--- config.mk ---
export PLATFORM = sky130hd
export DESIGN_NAME = if_id_stage_flat
export DESIGN_NICKNAME = d
export VERILOG_FILES = /design/src/rtl/if_id_stage_if.sv /design/src/rtl/if_id_stage.sv /design/src/flat_wrapper.sv
export SDC_FILE = /design/constraint.sdc
export NUM_CORES = 1
export LEC_CHECK = 0
export CORE_UTILIZATION = 45
export DETAILED_ROUTE_END_ITERATION = 8
export GPL_TIMING_DRIVEN = 0
export MAX_ROUTING_LAYER = met4
export PLACE_DENSITY_LB_ADDON = 0.12
export SYNTH_ARGS = -nofsm -noshare
export SYNTH_HDL_FRONTEND = slang
export SYNTH_SLANG_ARGS = --single-unit
--- constraint.sdc ---
create_clock -name clk -period 2.4 [get_ports clk]
set_clock_uncertainty 0.05 [all_clocks]
set_input_delay 0.36 -clock clk [delete_from_list [all_inputs] [get_ports clk]]
set_output_delay 0.36 -clock clk [all_outputs]
set_load 0.005 [all_outputs]
--- src/rtl/if_id_stage_if.sv ---
// Bundle of the fetch-side handshake between the IF/ID stage and its environment:
// hazard/redirect controls, the instruction-memory port and the IF/ID outputs.
interface if_id_stage_if;
    logic        stall;
    logic        redirect;
    logic [31:0] redirect_target;
    logic [31:0] imem_addr;
    logic [31:0] imem_rdata;
    logic [31:0] id_pc;
    logic [31:0] id_instr;
    logic        id_valid;
    logic [31:0] fetch_count;

    // master is the surrounding pipeline / memory, slave is the fetch stage
    modport master (
        output stall,
        output redirect,
        output redirect_target,
        output imem_rdata,
        input  imem_addr,
        input  id_pc,
        input  id_instr,
        input  id_valid,
        input  fetch_count
    );

    modport slave (
        input  stall,
        input  redirect,
        input  redirect_target,
        input  imem_rdata,
        output imem_addr,
        output id_pc,
        output id_instr,
        output id_valid,
        output fetch_count
    );
endinterface

--- src/rtl/if_id_stage.sv ---
// RV32I instruction-fetch stage with IF/ID pipeline register: PC generation,
// hazard stall hold, branch/jump redirect with a single-bubble flush.
module if_id_stage #(
    parameter logic [31:0] RESET_PC  = 32'h0000_0000,
    parameter logic [31:0] NOP_INSTR = 32'h0000_0013,
    parameter int unsigned PC_STEP   = 4
) (
    input  logic          clk,
    input  logic          reset,
    if_id_stage_if.slave  bus
);

    logic [31:0] pc_q,         pc_d;
    logic [31:0] idPc_q,       idPc_d;
    logic [31:0] idInstr_q,    idInstr_d;
    logic        idValid_q,    idValid_d;
    logic [31:0] fetchCount_q, fetchCount_d;

    // Priority redirect > stall > fetch; imem_rdata is only consumed on a fetch
    always_comb begin
        pc_d         = pc_q;
        idPc_d       = idPc_q;
        idInstr_d    = idInstr_q;
        idValid_d    = idValid_q;
        fetchCount_d = fetchCount_q;
        if (bus.redirect) begin
            pc_d      = {bus.redirect_target[31:2], 2'b00};
            idPc_d    = 32'h0;
            idInstr_d = NOP_INSTR;
            idValid_d = 1'b0;
        end else if (!bus.stall) begin
            pc_d         = pc_q + 32'(PC_STEP);
            idPc_d       = pc_q;
            idInstr_d    = bus.imem_rdata;
            idValid_d    = 1'b1;
            fetchCount_d = fetchCount_q + 32'd1;
        end
    end

    always_ff @(posedge clk) begin
        if (reset) begin
            pc_q         <= RESET_PC;
            idPc_q       <= 32'h0;
            idInstr_q    <= NOP_INSTR;
            idValid_q    <= 1'b0;
            fetchCount_q <= 32'h0;
        end else begin
            pc_q         <= pc_d;
            idPc_q       <= idPc_d;
            idInstr_q    <= idInstr_d;
            idValid_q    <= idValid_d;
            fetchCount_q <= fetchCount_d;
        end
    end

    // Address comes straight from the PC register so stall/redirect never reach imem combinationally
    assign bus.imem_addr   = pc_q;
    assign bus.id_pc       = idPc_q;
    assign bus.id_instr    = idInstr_q;
    assign bus.id_valid    = idValid_q;
    assign bus.fetch_count = fetchCount_q;

endmodule

--- src/flat_wrapper.sv ---
// flat-port wrapper written by rule: the top's interface ports become plain ports
module if_id_stage_flat 
#(
    parameter logic [31:0] RESET_PC  = 32'h0000_0000,
    parameter logic [31:0] NOP_INSTR = 32'h0000_0013,
    parameter int unsigned PC_STEP   = 4
)
  (clk, reset, bus_stall, bus_redirect, bus_redirect_target, bus_imem_rdata, bus_imem_addr, bus_id_pc, bus_id_instr, bus_id_valid, bus_fetch_count);
  if_id_stage_if bus_i ();
  input  logic clk;
  input  logic reset;
  input wire logic [$bits(bus_i.stall)-1:0] bus_stall;
  input wire logic [$bits(bus_i.redirect)-1:0] bus_redirect;
  input wire logic [$bits(bus_i.redirect_target)-1:0] bus_redirect_target;
  input wire logic [$bits(bus_i.imem_rdata)-1:0] bus_imem_rdata;
  output wire logic [$bits(bus_i.imem_addr)-1:0] bus_imem_addr;
  output wire logic [$bits(bus_i.id_pc)-1:0] bus_id_pc;
  output wire logic [$bits(bus_i.id_instr)-1:0] bus_id_instr;
  output wire logic [$bits(bus_i.id_valid)-1:0] bus_id_valid;
  output wire logic [$bits(bus_i.fetch_count)-1:0] bus_fetch_count;
  assign bus_i.stall = bus_stall;
  assign bus_i.redirect = bus_redirect;
  assign bus_i.redirect_target = bus_redirect_target;
  assign bus_i.imem_rdata = bus_imem_rdata;
  assign bus_imem_addr = bus_i.imem_addr;
  assign bus_id_pc = bus_i.id_pc;
  assign bus_id_instr = bus_i.id_instr;
  assign bus_id_valid = bus_i.id_valid;
  assign bus_fetch_count = bus_i.fetch_count;
  if_id_stage #(.RESET_PC(RESET_PC), .NOP_INSTR(NOP_INSTR), .PC_STEP(PC_STEP)) u_core (.clk(clk), .reset(reset), .bus(bus_i));
endmodule
# After elaboration in Yosys (flattened, before gate mapping)

Cells that the tools add are included.

Register bits: 129
Bits in latches: 0
RAM bits: 0
Memory bits (read-only): 0
Bits of input ports: 68
Output and inout bits: 129
Logic and storage cells: 15
Memories kept: 0

Add/subtract/negate cells: 2
Multipliers: 0
Divide/modulo/power cells: 0
Order comparisons: 0
Eq/ne operators: 1
Shifts and indexed selects: 0
Muxes and demuxes: 2
Bitwise gates (word level): 2
Reductions and logical operators: 2

Operators with widths:

| kind                                                  | number |
|---|---|
| two-way mux 32 bit                                    | 2 |
| adder 32 x 1 -> 32 bit, second input constant         | 1 |
| adder 32 x 3 -> 32 bit, second input constant         | 1 |
| inequality test 2 x 1 -> 1 bit, second input constant | 1 |
| NOT 1 bit                                             | 2 |
| AND reduction 2 bit                                   | 1 |
| OR reduction 2 bit                                    | 1 |

# Longest topological paths before layout

Gate-level depths: netlist of the first run.

Depth in word-level cells: 3
Depth in mapped cells: 6
Gate-level depth less buffers: 5

# Worst setup path after synthesis of the first run

OpenSTA, ideal clock, no wires.

Kind: register -> register
From: register u_core.pc_q[2] (netlist: u_core.bus.imem_addr[2])
To: register u_core.pc_q[22] (netlist: u_core.bus.imem_addr[22])
Setup time: 0.122 ns
Data arrival time: 1.834 ns
Data required time: 2.228 ns
Path slack: 0.394 ns
Cell stages (with the launch flop): 6
Buffers on the path: 0
Clock period less this slack: 2.006 ns
Cells stage by stage: dfxtp_1 > ha_1 > nand4_1 > nor4_1 > a2111oi_0 > a311o_1

Longest elaborated chain between the ends: 3

Ends and longest elaborated chain:

| element                | line              | source |
|---|---|---|
| start, declared        | if_id_stage.sv:13 | `logic [31:0] pc_q, pc_d;` |
| start signal, assigned | if_id_stage.sv:48 | `pc_q <= pc_d;` |
| adder 32 x 3 -> 32 bit | if_id_stage.sv:32 | `pc_d = pc_q + 32'(PC_STEP);` |
| two-way mux 32 bit     | if_id_stage.sv:31 | `end else if (!bus.stall) begin` |
| two-way mux 32 bit     | if_id_stage.sv:26 | `if (bus.redirect) begin` |

No other way between the ends. The select of a mux whose other input is x is not followed.
A chain may end at the register's enable or synchronous reset.

==> results.md, run 1 <==
- The flow ran to the end, and the final reports show no timing, DRC or antenna violations.
- The worst slack at placement is -0.561 ns.
- For this run, the register share of the synthesized area comes to 0.448.
- The post-route minimum period is 2.34 ns.
- STA classifies the critical path endpoint as a flip-flop.
- The worst vdd rail ir drop is 0.000469 V.
- The number of pins with negative max-slew slack in the final report is 0.
- The setup slack after layout is 0.0565 ns.
- Summing all placed instances gives a cell area of 7690 um2.
- The signed area change from the synthesized netlist to the final layout is 49.5%.
- The final layout contains routed wiring with a total length of 17,400 um.
- The number of buffers inserted to repair setup after CTS is 0.
- The class of the most critical hold timing path is input port to flip-flop.
- The largest driver fanout on the critical path is 10.
- The x dimension of the die is 113 um.
- Counting flops with a built-in enable in the synthesized netlist gives 0.
- The count of endpoints failing hold in the final timing report is 0.
- Setup total negative slack on the finished layout was measured at 0 ns.
- The largest family of logic cells by synthesized area is simple AND/OR/NAND/NOR gates.
- The starting utilization of the core area is 0.463.
- The count of standard-cell rows is 40.
- The post-DP HPWL is 12,600 um.
- The worst-case reg-to-reg path depth is 5.
- Data on the critical path arrives at its endpoint at 2.60 ns.
- The mapped netlist covers 5590 um2.
- The setup path with the least slack is of type input port to flip-flop.
- The first global-routing pass estimated 27,100 um of wire.
- The count of final setup violators is 0.
- The area of the die is 12,900 um2.
- In this run the most critical hold path is launched from reset.
- The cell count after synthesis came out at 617.
- The worst register-to-register path begins at u_core.bus.imem_addr[3].
- The post-layout net count is 897.
- Counting the buffers created by CTS gives 17.
- After detailed routing, the number of remaining DRC violations is 0.
- The fraction of final layout cells sized beyond drive strength 1 is 0.0679.
- The remaining global-route overflow is 0.
- For met2 alone, demand over resource in global routing was 0.474.
- After global routing, the most crowded layer is met2.
- The maximum clock insertion buffer count is 2.
- In this run the number of H-tree levels came out at 4.
- The global placement routability congestion is 0.904.
- The number of global-route vias before repair was 5,509.
- Of the available clock period, the critical path in the final layout requires 0.976.
- In this run the vertical extent of the chip is 113 um.
- The count of routing violations after the opening detailed-route iteration is 537.
- The pin count of the biggest net entering global routing is 17.
- The clock edge transition at the registers on the reported setup and hold paths is 0.06 ns.
- The post-synthesis async set-or-reset flop share is 0.
- With fillers left out, the area of the finished cells amounts to 8360 um2.
- Of the total synthesized cell area, the portion taken by XOR and XNOR cells is 0.0345.
- After synthesis, the mean cell area works out to 9.06 um2.
- The simple-gate share of the synthesized area is 0.240.
- Setup repair after global routing could not meet its margin everywhere.
- The number of antenna violations at the first check in global routing is 0.
- The count of maximum capacitance violations is 0.
- After detailed routing, the average wire length per cell comes to 17.2 um.
- For this block, the via count after detailed routing is 5,565.
- The cell area power density is 663 nW/um2.
- The met1 track utilization from global routing is 0.309.
- The count of nets left with antenna violations once routing finished came out at 0.
- The sink count of the clock tree is 125.
- The count of input and output buffers is 188.
- The Yosys step of the flow raised 0 warnings.
- In this run, distinct cell masters in the synthesized netlist total 52.
- Across every metal layer, demand over resource in global routing totals 0.282.
- After synthesis, the share of cell area in mux cells is 0.119.
- The required time at the worst-slack endpoint is 2.65 ns.
- The peak clock frequency supported by timing is 0.427 GHz.
- The compound-gate portion of the synthesized area was 0.111.
- For this design the static power due to leakage is 3.10 nW.
- In this run the tightest slew margin relative to its limit is 0.488.
- In the routed layout, each cell is associated on average with a via count of 5.52.
- The met3 track utilization from global routing is 0.0808.
- On the final layout, the worst hold slack is 0.383 ns.
- The cell sitting at the root of the clock tree is a sky130_fd_sc_hd__clkbuf_16.
- The utilization after layout is 0.693.
- Along the worst hold path, the cell count comes to 3.
- The area of the core region is 12,100 um2.
- The insertion delay to the later sink of the worst-skew pair is 0.43 ns.
- The first detailed-routing pass took 6 iterations.
- The worst setup path startpoint is bus_stall.
- STA classifies the critical path startpoint as an input port.
- TritonCTS built the clock tree.
- The count of antenna diodes in the layout is 0.
- The adder-cell area share of the yosys netlist is 0.00448.
- In this run the count of I/O pins placed on the die edge is 197.
- The top flip-flop cell by instance count after synthesis is sky130_fd_sc_hd__dfxtp_1.
- The synthesis-stage register bit count is 125.
- The slew at the pin closest to its max-slew limit is 0.768 ns.
==> kinds of logic (layout without fill, tap and decap cells) <==
kind of cell | after synthesis | count (layout)
DFF | 125 | 125
AOI/OAI and AO/OA | 86 | 86
other | 1 | 4
buffers and inverters | 58 | 278
xor gates and xnor gates | 22 | 22
adders and majority gates | 2 | 2
muxes | 66 | 66
and+or+nand+nor | 257 | 257
==> synth_stat cells (2+ instances only) <==
library cell | number | share of area
sky130_fd_sc_hd__dfxtp_1 | 125 | 0.45
sky130_fd_sc_hd__nor2_1 | 93 | 0.062
sky130_fd_sc_hd__mux2i_1 | 63 | 0.11
sky130_fd_sc_hd__nand2_1 | 33 | 0.022
sky130_fd_sc_hd__clkbuf_1 | 31 | 0.021
sky130_fd_sc_hd__nand3_1 | 23 | 0.021
sky130_fd_sc_hd__nand4_1 | 20 | 0.022
sky130_fd_sc_hd__a21oi_1 | 19 | 0.017
sky130_fd_sc_hd__o21ai_0 | 15 | 0.013
sky130_fd_sc_hd__inv_1 | 13 | 0.0087
sky130_fd_sc_hd__or3_1 | 13 | 0.015
sky130_fd_sc_hd__xor2_1 | 12 | 0.019
sky130_fd_sc_hd__and3_1 | 10 | 0.011
sky130_fd_sc_hd__and4_1 | 10 | 0.016
sky130_fd_sc_hd__nor2b_1 | 10 | 0.011
sky130_fd_sc_hd__xnor2_1 | 10 | 0.016
sky130_fd_sc_hd__a211oi_1 | 9 | 0.012
sky130_fd_sc_hd__nor3_1 | 9 | 0.0081
sky130_fd_sc_hd__or4_1 | 8 | 0.011
sky130_fd_sc_hd__buf_1 | 7 | 0.0047
sky130_fd_sc_hd__nor4_1 | 6 | 0.0067
sky130_fd_sc_hd__o311ai_0 | 6 | 0.0094
sky130_fd_sc_hd__a2111oi_0 | 5 | 0.0078
sky130_fd_sc_hd__a311o_1 | 5 | 0.0090
sky130_fd_sc_hd__buf_4 | 5 | 0.0067
sky130_fd_sc_hd__o41ai_1 | 5 | 0.0078
sky130_fd_sc_hd__or2_2 | 5 | 0.0056
sky130_fd_sc_hd__nand4b_1 | 4 | 0.0063
sky130_fd_sc_hd__o31ai_1 | 4 | 0.0054
sky130_fd_sc_hd__a311oi_1 | 3 | 0.0047
sky130_fd_sc_hd__mux2_2 | 3 | 0.0060
sky130_fd_sc_hd__o2111a_1 | 3 | 0.0060
sky130_fd_sc_hd__o211a_1 | 3 | 0.0054
sky130_fd_sc_hd__a32oi_1 | 2 | 0.0031
sky130_fd_sc_hd__and2_1 | 2 | 0.0022
sky130_fd_sc_hd__and4b_1 | 2 | 0.0036
sky130_fd_sc_hd__buf_2 | 2 | 0.0018
sky130_fd_sc_hd__ha_1 | 2 | 0.0045
sky130_fd_sc_hd__nor3b_1 | 2 | 0.0027
sky130_fd_sc_hd__nor4_2 | 2 | 0.0045
sky130_fd_sc_hd__o2111ai_1 | 2 | 0.0031
==> final timing paths <==
path                                                   end  slack [ns]
worst max-delay path                u_core.bus.id_instr[6]        0.06
worst min register to register         u_core.bus.id_valid        0.41
worst min-delay path            u_core.bus.fetch_count[19]        0.38
worst max register to register    u_core.bus.imem_addr[22]        0.12
==> critical path: stages <==
cell and delay, ns:
sky130_fd_sc_hd__clkdlybuf4s50_1 0.66, sky130_fd_sc_hd__clkbuf_1 0.48, sky130_fd_sc_hd__buf_2 0.41, sky130_fd_sc_hd__clkbuf_2 0.38, sky130_fd_sc_hd__mux2i_1 0.23, sky130_fd_sc_hd__nor2_1 0.06
==> layer usage <==
metal	vias to the layer above	wire [um]
met4	0	444
met1	2624	6920
met5	-	0
li1	2653	-
met2	254	8610
met3	34	1380
==> where the power goes <==
part,switching [mW],total (mW),internal [mW]
Clock,0.986,2.75,1.76
Combinational,0.241,0.559,0.318
Sequential,0.0865,2.23,2.14
==> repair_timing <==
| item | in CTS | in global routing |
|---|---|---|
| setup endpoints to repair | 31 | 19 |
| pin swaps | 0 | 2 |
| hold buffers | 0 | 0 |
| resized for setup | 5 | 3 |
==> cell usage in the layout, fill, tap and decap left out, types with 9 or more instances in the layout <==
cell / netlist / layout
sky130_fd_sc_hd__dfxtp_1: 125 / 124
sky130_fd_sc_hd__clkdlybuf4s50_1: 0 / 188
sky130_fd_sc_hd__clkbuf_1: 31 / 29
sky130_fd_sc_hd__nand4_1: 20 / 20
sky130_fd_sc_hd__or3_1: 13 / 13
sky130_fd_sc_hd__a211oi_1: 9 / 9
sky130_fd_sc_hd__xor2_1: 12 / 12
sky130_fd_sc_hd__inv_1: 13 / 13
sky130_fd_sc_hd__and4_1: 10 / 10
sky130_fd_sc_hd__nand2_1: 33 / 33
sky130_fd_sc_hd__nor3_1: 9 / 9
sky130_fd_sc_hd__clkbuf_16: 0 / 17
sky130_fd_sc_hd__xnor2_1: 10 / 10
sky130_fd_sc_hd__nor2b_1: 10 / 10
sky130_fd_sc_hd__nand3_1: 23 / 23
sky130_fd_sc_hd__mux2i_1: 63 / 63
sky130_fd_sc_hd__a21oi_1: 19 / 19
sky130_fd_sc_hd__nor2_1: 93 / 93
sky130_fd_sc_hd__o21ai_0: 15 / 15
sky130_fd_sc_hd__and3_1: 10 / 10
==> stage by stage <==
step	total power, mW	cells
floorplan	2.49	620
global placement	2.81	976
detailed placement	2.83	976
CTS	5.55	1008
global route	5.70	1008
finish	5.54	1008
==> layout make-up <==
cell class,instances,area [um2]
Buffer,45,194
Tap cell,168,210
Multi-Input combinational cell,437,2880
Clock inverter,14,194
Inverter,13,48.8
Timing Repair Buffer,188,1880
Sequential cell,125,2500
Clock buffer,18,439
Fill cell,965,3710
==> registers in the layout, summed over array words and instances, names as in the netlist <==
name / flops
u_core.bus.id_valid: 1
u_core.bus.id_pc: 30
u_core.bus.fetch_count: 32
u_core.bus.id_instr: 32
u_core.bus.imem_addr: 30
No activity file was read; power rests on OpenSTA's default activity.
==> inputs of run 2 (changes only) <==
ABC_CLOCK_PERIOD_IN_PS = 2400   (was unset)
==> results of run 2 <==
No change in the layout: final DEF, timing and power equal those of run 1.
==> inputs of run 3 (changes only) <==
RECOVER_POWER = 100   (was unset)
==> run 3 against run 2 <==
- first-iteration DRC count is 12% lower
- non-clock buffer count unchanged
- count of clock-buffer cells in the layout is the same
- largest power group unchanged
- highest routed layer unchanged
==> results.md, run 3 (synthesized netlist as in run 1, its figures left out) <==
- The leakage power figure was 3.46 nW (+12%).
- The routed wirelength normalized by instance count is 17.2 um (-0.36%).
- The count of input and output buffers came to 188 (unchanged).
- The largest driver fanout on the critical path is 10 (unchanged).
- The endpoint of the lowest-slack register-to-register path is u_core.bus.imem_addr[25].
- The number of buffers inserted to repair setup after CTS came to 0 (unchanged).
- The worst path arrival time is 2.59 ns (about the same).
- The overall routed net length is 17,300 um (-0.36%).
- The insertion delay to the later sink of the worst-skew pair is 0.43 ns (about the same).
- The global routing stage identified its most utilized layer as met2.
- The class of the most critical setup path is input port to flip-flop.
- The detailed-route vias per instance is 5.54 (+0.34%).
- The count of antenna diodes in the layout came to 0 (unchanged).
- The first-pass GRT wire length came to 27,100 um (unchanged).
- The vertical die dimension was 113 um (unchanged).
- The post-layout net count was 897 (unchanged).
- The peak clock frequency supported by timing was 0.427 GHz (about the same).
- The total DRC errors in the routed layout is 0 (unchanged).
- The cell area power density is 660 nW/um2 (-0.50%).
- The tightest min-delay check is of the input port to flip-flop type.
- The starting utilization of the core area was 0.463 (unchanged).
- The number of iterations in the first detailed-routing pass came to 7 (+1).
- The met3 track utilization from global routing is 0.0808 (unchanged).
- Leaving out fill and tap cells, the most frequent cell in the layout is sky130_fd_sc_hd__dfxtp_1.
- The overall global routing resource usage is 0.282 (unchanged).
- The kind of end point of the critical path is a flip-flop.
- The summed negative setup slack over all endpoints came to 0 ns (unchanged).
- The global routing met2 resource utilization came to 0.474 (unchanged).
- The run finished with clean final reports.
- The capture point of the critical path is u_core.bus.id_instr[8].
- The slew at the pin closest to its max-slew limit is 0.761 ns (-0.00703 ns).
- The worst register-to-register path begins at u_core.bus.imem_addr[10].
- The worst-case reg-to-reg path depth came to 5 (unchanged).
- The residual antenna-violating net count after detailed routing is 0 (unchanged).
- The post-route minimum period is 2.34 ns (-0.00124 ns).
- The count of standard-cell rows was 40 (unchanged).
- The required time at the worst-slack endpoint came to 2.65 ns (about the same).
- The worst slack at placement is -0.561 ns (unchanged).
- The pin count of the biggest net entering global routing is 17 (unchanged).
- The via count is 5,584 (+0.34%).
- The number of antenna violations at the first check in global routing was 0 (unchanged).
- The H-tree depth is 4 (unchanged).
- The area of the die was 12,900 um2 (unchanged).
- The sink count of the clock tree is 125 (unchanged).
- The tightest slew margin relative to the limit is 0.493 (+0.00469).
- The fraction of final layout cells sized beyond drive strength 1 was 0.0667 (-0.00119).
- The number of global-route vias before repair is 5,509 (unchanged).
- The count of final setup violators is 0 (unchanged).
- The post-DP HPWL was 12,600 um (unchanged).
- The met1 track utilization from global routing is 0.309 (unchanged).
- The signed area change from the synthesized netlist to the final layout is 49.4% (about the same).
- The cell area reported after detailed placement is 7690 um2 (unchanged).
- The TritonCTS clock tree is yes.
- The clock edge transition at the registers on the reported setup and hold paths is 0.06 ns (about the same).
- The I/O pin total is 197 (unchanged).
- STA classifies the critical path startpoint as an input port.
- The count of endpoints failing hold in the final timing report is 0 (unchanged).
- The area of the core region is 12,100 um2 (unchanged).
- The cell at the root of the clock tree is sky130_fd_sc_hd__clkbuf_16.
- The setup slack after layout is 0.0577 ns (+0.00124 ns).
- The count of routing violations after the opening detailed-route iteration is 472 (-12%).
- The x dimension of the die is 113 um (unchanged).
- The register-to-register setup slack is 0.08 ns (-0.04 ns).
- The post-route fraction of the period consumed by the critical path came to 0.976 (about the same).
- The number of clock buffers inserted by TritonCTS came to 17 (unchanged).
- The number of pins with negative max-slew slack in the final report was 0 (unchanged).
- Setup repair after global routing could not meet its margin everywhere.
- The final design instance area without fill was 8350 um2 (about the same).
- Tracing the worst setup path back leads to its startpoint at bus_stall.
- The global placement routability congestion came to 0.904 (unchanged).
- The worst vdd rail ir drop was 0.000468 V (-0.17%).
- The top cell types in the final layout, fill and taps aside, are sky130_fd_sc_hd__dfxtp_1, sky130_fd_sc_hd__dlygate4sd3_1, sky130_fd_sc_hd__nor2_1.
- The remaining global-route overflow is 0 (unchanged).
- The power consumption is 5.51 mW (-0.51%).
- The maximum clock insertion buffer count came to 2 (unchanged).
- The count of maximum capacitance violations is 0 (unchanged).
[run 3: changes by cell type in the layout (fill, tap and decap cells not counted), moves of 2 or more]
| cell | previous run | this run |
|---|---|---|
| sky130_fd_sc_hd__clkdlybuf4s50_1 | 188 | 65 |
| sky130_fd_sc_hd__dlygate4sd3_1 | 0 | 123 |
| sky130_fd_sc_hd__buf_1 | 6 | 4 |
| sky130_fd_sc_hd__clkbuf_1 | 29 | 31 |
[run 3: power breakdown]
group / internal (mW) / switching [mW] / leakage (nW)
combinational: 0.295 / 0.241 / 2.15
clock: 1.76 / 0.985 / 0.294
sequential: 2.14 / 0.0836 / 1.02
[run 3: worst min-delay path by stage]
stage                             start                         end  slack [ns]  cells past startpoint
floorplan           u_core.bus.id_valid         u_core.bus.id_valid        0.40                      2
global placement    u_core.bus.id_valid         u_core.bus.id_valid        0.39                      2
detailed placement  u_core.bus.id_valid         u_core.bus.id_valid        0.41                      2
CTS                               reset  u_core.bus.fetch_count[19]        0.38                      3
global route                      reset  u_core.bus.fetch_count[19]        0.41                      3
finish                            reset  u_core.bus.fetch_count[19]        0.39                      3
[run 3: stage by stage]
step           instances  utilization  hold slack [ns]
2_1_floorplan        620            -            0.397
3_3_place_gp         976        0.638            0.389
3_5_place_dp         976        0.638            0.408
4_1_cts             1008        0.692            0.382
5_1_grt             1008        0.693            0.407
6_report            1008        0.693            0.385
[run 3: final cells by class]
cell class	instances	area, um2
fillers	964	3710
multi-input cells	437	2880
flip-flops and latches	125	2500
repair buffers	188	1880
clock buffers	18	439
well taps	168	210
clock inverters	14	194
plain buffers	45	194
inverters	13	48.8
[run 3: per-layer routing]
metal | vias up | routed length [um]
met2 | 274 | 8550
met5 | - | 0
met4 | 0 | 501
li1 | 2660 | -
met1 | 2609 | 6880
met3 | 41 | 1370
[run 3: timing repair]
item	CTS	global route
pin swaps	0	2
resized for setup	5	3
setup endpoints to repair	31	19
hold buffers	0	0
[run 3: worst max-delay path, cell delays in order]
cell and delay, ns:
sky130_fd_sc_hd__clkdlybuf4s50_1 0.67, sky130_fd_sc_hd__clkbuf_1 0.48, sky130_fd_sc_hd__buf_2 0.41, sky130_fd_sc_hd__clkbuf_2 0.37, sky130_fd_sc_hd__mux2i_1 0.22, sky130_fd_sc_hd__nor2_1 0.06
